$ cat src/rtl/ecc_pkg.sv
// Shared ECC definitions: widths, status encodings and the group-parity code
// used by both the write path (generation) and the read path (checking).
package ecc_pkg;

  localparam int ECC_DATA_W = 64;
  localparam int ECC_W      = 8;
  localparam int GROUP_W    = 7;
  localparam int NUM_GROUPS = 7;

  typedef enum logic [1:0] {
    ST_CLEAN  = 2'b00,  // syndrome zero
    ST_CHK    = 2'b01,  // single stored check bit flipped, data good
    ST_DATA   = 2'b10,  // single data group in error
    ST_UNCORR = 2'b11   // pattern that cannot be attributed
  } ecc_status_e;

  // Group parity over 7-bit slices plus overall parity of the whole word.
  // Bits 49..63 belong to no group; they are seen only by the overall bit.
  function automatic logic [ECC_W-1:0] ecc_calc(input logic [ECC_DATA_W-1:0] data);
    logic [ECC_W-1:0] e;
    e = '0;
    for (int g = 0; g < NUM_GROUPS; g++)
      e[g] = ^data[g*GROUP_W +: GROUP_W];
    e[ECC_W-1] = ^data;
    return e;
  endfunction

endpackage

$ cat src/rtl/ecc_syndrome_classify.sv
// Maps an 8-bit syndrome to a status class and, for data errors, the group.
module ecc_syndrome_classify
  import ecc_pkg::*;
(
  input  logic [ECC_W-1:0] syndrome,
  output ecc_status_e      status,
  output logic [2:0]       group
);

  logic [2:0] ones;
  logic [2:0] idx;

  // Count flagged groups and remember which one (only meaningful if exactly one).
  always_comb begin
    ones = '0;
    idx  = '0;
    for (int g = 0; g < NUM_GROUPS; g++) begin
      if (syndrome[g]) begin
        ones = ones + 3'd1;
        idx  = 3'(g);
      end
    end
  end

  // Overall-parity bit disambiguates a check-bit flip from a data flip;
  // overall alone means a flip in the ungrouped top bits (group 7).
  always_comb begin
    status = ST_UNCORR;
    group  = '0;
    if (syndrome == '0) begin
      status = ST_CLEAN;
    end else if (ones == 3'd1) begin
      if (syndrome[ECC_W-1]) begin
        status = ST_DATA;
        group  = idx;
      end else begin
        status = ST_CHK;
      end
    end else if (ones == 3'd0) begin
      status = ST_DATA;
      group  = 3'd7;
    end
  end

endmodule

$ cat config.mk
export PLATFORM = sky130hd
export DESIGN_NAME = ecc_syndrome_classify
export DESIGN_NICKNAME = d
export VERILOG_FILES = /design/src/rtl/ecc_pkg.sv /design/src/rtl/ecc_syndrome_classify.sv
export SDC_FILE = /design/constraint.sdc
export NUM_CORES = 1
export LEC_CHECK = 0
export BUFFER_PORTS_ARGS = -buffer_cell sky130_fd_sc_hd__buf_2
export CAP_MARGIN = 20
export CELL_PAD_IN_SITES_DETAIL_PLACEMENT = 1
export CELL_PAD_IN_SITES_GLOBAL_PLACEMENT = 2
export CORE_MARGIN = 4
export CORE_UTILIZATION = 35
export DETAILED_ROUTE_END_ITERATION = 8
export GPL_TIMING_DRIVEN = 0
export PLACE_DENSITY_LB_ADDON = 0.1
export RECOVER_POWER = 50
export SETUP_SLACK_MARGIN = 0.4
export SLEW_MARGIN = 30
export SYNTH_ARGS = -nofsm -noshare
export SYNTH_HDL_FRONTEND = slang
export SYNTH_SLANG_ARGS = --single-unit
$ cat constraint.sdc
create_clock -name vclk -period 7.9
set_input_delay 0.395 -clock vclk [all_inputs]
set_output_delay 0.395 -clock vclk [all_outputs]
set_load 0.02 [all_outputs]
# Word-level counts from Yosys, hierarchy flattened
# Cells that the tools add are included.
# Widths: inputs -> output; s select.
# op_classes
addsub	6
n_eq_ne	1
muxes	21
n_reduce_logical	2
# ops
cell	count
$mux 3	15
$add 3x1->3 const B	6
$logic_not 8->1	1
$mux 2	3
$eq 3x1->1 const B	1
$logic_not 3->1	1
$mux 1	3
# totals
register_bits	0
word_cells	30
out_inout_bits	5
in_bits	8

# Depth between registers and ports, before layout
# depth
ltp_word	17
mapped_depth	17
ltp_nobuf	17

# Least setup slack after synthesis
# OpenSTA, ideal clock, no wires.
# synth_path
kind	input-to-output
from	input port syndrome[0]
to	output port group[1]
path_stages	17
required_time_ps	7505
path_slack_ps	3643
n_path_buf	0
arrival_time_ps	3862
path_cell_list	inv_1 ha_1 xor2_1 ha_1 mux2_2 ha_1 mux2_2 ha_1 nand2_1 o31ai_1 o21a_1 ha_1 nand2_1 xor2_1 xnor2_1 nand3_1 a211oi_1
# synth_via
elab_chain_len	17
elab_cells_between_ends	19
classes_between	add/sub (6); eq/ne (1); mux (10); reduce/logical (2)
# synth_rtl
element	line	rtl
from (decl)	ecc_syndrome_classify.sv:5	input logic [ECC_W-1:0] syndrome,
$mux 1	ecc_syndrome_classify.sv:18	if (syndrome[g]) begin
$add 3x1->3	ecc_syndrome_classify.sv:19	ones = ones + 3'd1;
$mux 3	ecc_syndrome_classify.sv:18	
$add 3x1->3	ecc_syndrome_classify.sv:19	
$mux 3	ecc_syndrome_classify.sv:18	
$add 3x1->3	ecc_syndrome_classify.sv:19	
$mux 3	ecc_syndrome_classify.sv:18	
$add 3x1->3	ecc_syndrome_classify.sv:19	
$mux 3	ecc_syndrome_classify.sv:18	
$add 3x1->3	ecc_syndrome_classify.sv:19	
$mux 3	ecc_syndrome_classify.sv:18	
$add 3x1->3	ecc_syndrome_classify.sv:19	
$mux 3	ecc_syndrome_classify.sv:18	
$logic_not 3->1	ecc_syndrome_classify.sv:39	end else if (ones == 3'd0) begin
$mux 3	ecc_syndrome_classify.sv:39	
$mux 3	ecc_syndrome_classify.sv:32	end else if (ones == 3'd1) begin
$mux 3 (*)	ecc_syndrome_classify.sv:30	if (syndrome == '0) begin
to (decl)	ecc_syndrome_classify.sv:7	output logic [2:0] group
# Every way passes the cells marked *; elsewhere a longest branch is shown, timed or not.

# Final worst setup path
# layout_path
from	input port syndrome[0]
to	output port group[0]
# Same word-level chain as after synthesis.

==> results.md <==
* Routed len/inst at 12.0 microns
* Final Hold Viols at 0
* Gate Count Post-Synth at 72
* Remaining DRCs at 0
* Rel. slew slack at 73.2%
* GR peak layer: met1
* Peak VDD IR at 0.0702 mV
* Largest stage delay on the critical path at 0.37 ns
* Vias per cell at 5.19
* Max-Cap Viols at 0
* Syn nets at 87
* Fin worst setup slack at 3.34 ns
* Outcome: finished clean
* Num rows at 14
* Detailed Routing Iterations Pass 1 at 4
* Final setup TNS at 0 ns
* Largest cells by area after synthesis: ha_1, xnor2_1, clkbuf_8
* Tot GR Track Use at 10.9%
* Seq Cell Count at 0
* Number of clock-tree buffers in the layout at 0
* Vias in the first global route at 432
* Synth warn at 0
* Syn Area/Cell at 7.73 sq um
* Area fraction of the dominant cell type after synthesis at 15.7%
* Initial core utilization at 37.0%
* Multi-input gate area at 497 sq um
* Min Clock Period, post-route at 4.56 ns
* # nets final at 99
* Initial antenna violation count at 0
* Dominant cell type by area after synthesis: ha_1
* Synth Cell Area at 557 sq um
* Worst Tran Pin Value at 0.399 ns
* # Post-CTS Setup Buffers at 0
* CP Data Required Time at 7.51 ns
* F_max at 219 MHz
* Ports at 13
* Final setup violation count at 0
* Routed WL at 1180 microns
* Core ar. at 1510 sq um
* Global routing usage on met2 at 16.9%
* Antenna Cells at 0
* CP cell instances: buf_2 > inv_1 > ha_1 > xor2_1 > ha_1 > mux2_1 > ha_1 > mux2_2 > ha_1 > nand2_1 > o31ai_1 > o21a_1 > ha_1 > nand2_1 > xor2_1 > xnor2_1 > nand3_1 > nor4b_2 > buf_2
* HPWL after DPL at 1010 microns
* Sequential cell area fraction in the yosys report at 0%
* Crit start category: primary input
* Via count at 509
* RSZ-0062 raised after global routing: no
* LEAKAGE at 0.292 nW
* Crit-path slowest cell: ha_1
* Die H at 47.9 microns
* Pin count of the biggest net entering global routing at 11
* Fin. max-slew vios at 0
* Min-delay worst type: in2out
* Setup WS pre-CTS at 3.34 ns
* Period utilization at 57.7%
* Crit path kind: in2out
* Initial DRC Count at 10
* GRT overflow at 0
* Met3 usage at 0%
* Crit path top cell by count: ha_1
* Crit Path Max Fanout at 6
* Post-CTS Resized at 0
* Met1 Use GR at 17.8%
* I/O Buffers at 10
* Filler Cells Inserted at 205
* Cts hold-fix bufs at 0
* Most frequent cells after synthesis: ha_1, inv_1, nand2_1, nor2_1, xnor2_1
* Layout cell share with drive strength beyond 1 at 24.4%
* RePlAce Congestion at 0.711
* Data arrival, critical path at 4.16 ns
* PwrDens at 154 nW/um^2
* Synth cell types at 32
* Die area at 2290 sq um
* Most frequent cell after synthesis: ha_1
* Chip width at 47.9 microns
* Crit path from: syndrome[0]
* Antenna Nets Post-Route at 0
* FF/Latch Area at 0 sq um
* Area delta synth->final at 12.4%
* First-pass GRT wire length at 1870 microns
* Worst Setup EP: group[0]
* CP Capture Type: primary output
[how the worst min path moves through the flow]
stage                           start         to  depth (start not counted)
after floorplan           syndrome[7]  status[0]                          2
after global placement    syndrome[5]   group[2]                          4
after detailed placement  syndrome[5]   group[2]                          4
after CTS                 syndrome[5]   group[2]                          4
after global routing      syndrome[6]   group[1]                          4
final                     syndrome[5]   group[2]                          4
[through the flow]
| step | total power, W | util, % | cells | hold slack (ns) | area, sq um |
|---|---|---|---|---|---|
| final | 0.0000966 | 41.5 | 98 | 1.30 | 626 |
| after global routing | 0.000109 | 41.5 | 98 | 1.36 | 626 |
| after floorplan | 0.0000761 | - | 72 | 1.07 | 557 |
| after global placement | 0.0000972 | 41.6 | 98 | 1.29 | 627 |
| after CTS | 0.0000989 | 41.6 | 98 | 1.29 | 627 |
| after detailed placement | 0.0000983 | 41.6 | 98 | 1.29 | 627 |
[placed cells by master, fill, tap and decap left out, types with 3 or more instances in the layout]
cell | synthesis | layout
nor3b_1 | 3 | 3
buf_2 | 2 | 11
xor2_1 | 3 | 3
a21oi_1 | 4 | 4
nor2_1 | 5 | 5
nor3_1 | 3 | 3
nand3_1 | 3 | 3
nand2_1 | 6 | 6
inv_1 | 6 | 6
ha_1 | 7 | 7
xnor2_1 | 5 | 5
[metal layers]
metal	part of all wire, %	up-vias	wire length (microns)
met2	41	8	480
met5	0	-	0
li1	-	273	-
met3	3.2	0	38
met1	56	228	658
met4	0	0	0
[worst max-delay path: cells and delay by family]
kind,cells,cell delay (ns)
mux,2,0.59
buf+inv,3,0.34
compound gates,2,0.26
simple gates,4,0.58
xor+xnor,3,0.63
fa+ha+maj,5,1.37
[report_power, final]
group	internal (W)	switching (W)	total (W)
Clock	0	0	0
Sequential	0	0	0
Combinational	0.0000427	0.0000539	0.0000966
[logic make-up after synthesis]
logic type	Yosys count	synth area share, %
AOI/OAI and AO/OA	13	15.1
and+or+nand+nor	29	31.7
adders and majority gates	7	15.7
muxes	3	5.84
xor gates and xnor gates	10	20.9
buffers and inverters	10	10.8
[area by class of cell]
class | instances | area share, %
multi-input combinational | 62 | 79.4
timing repair buffer | 10 | 7.80
buffer | 4 | 6.00
inverter | 6 | 3.60
tap | 16 | 3.20
Note: power is estimated with default switching activity, not from simulation.
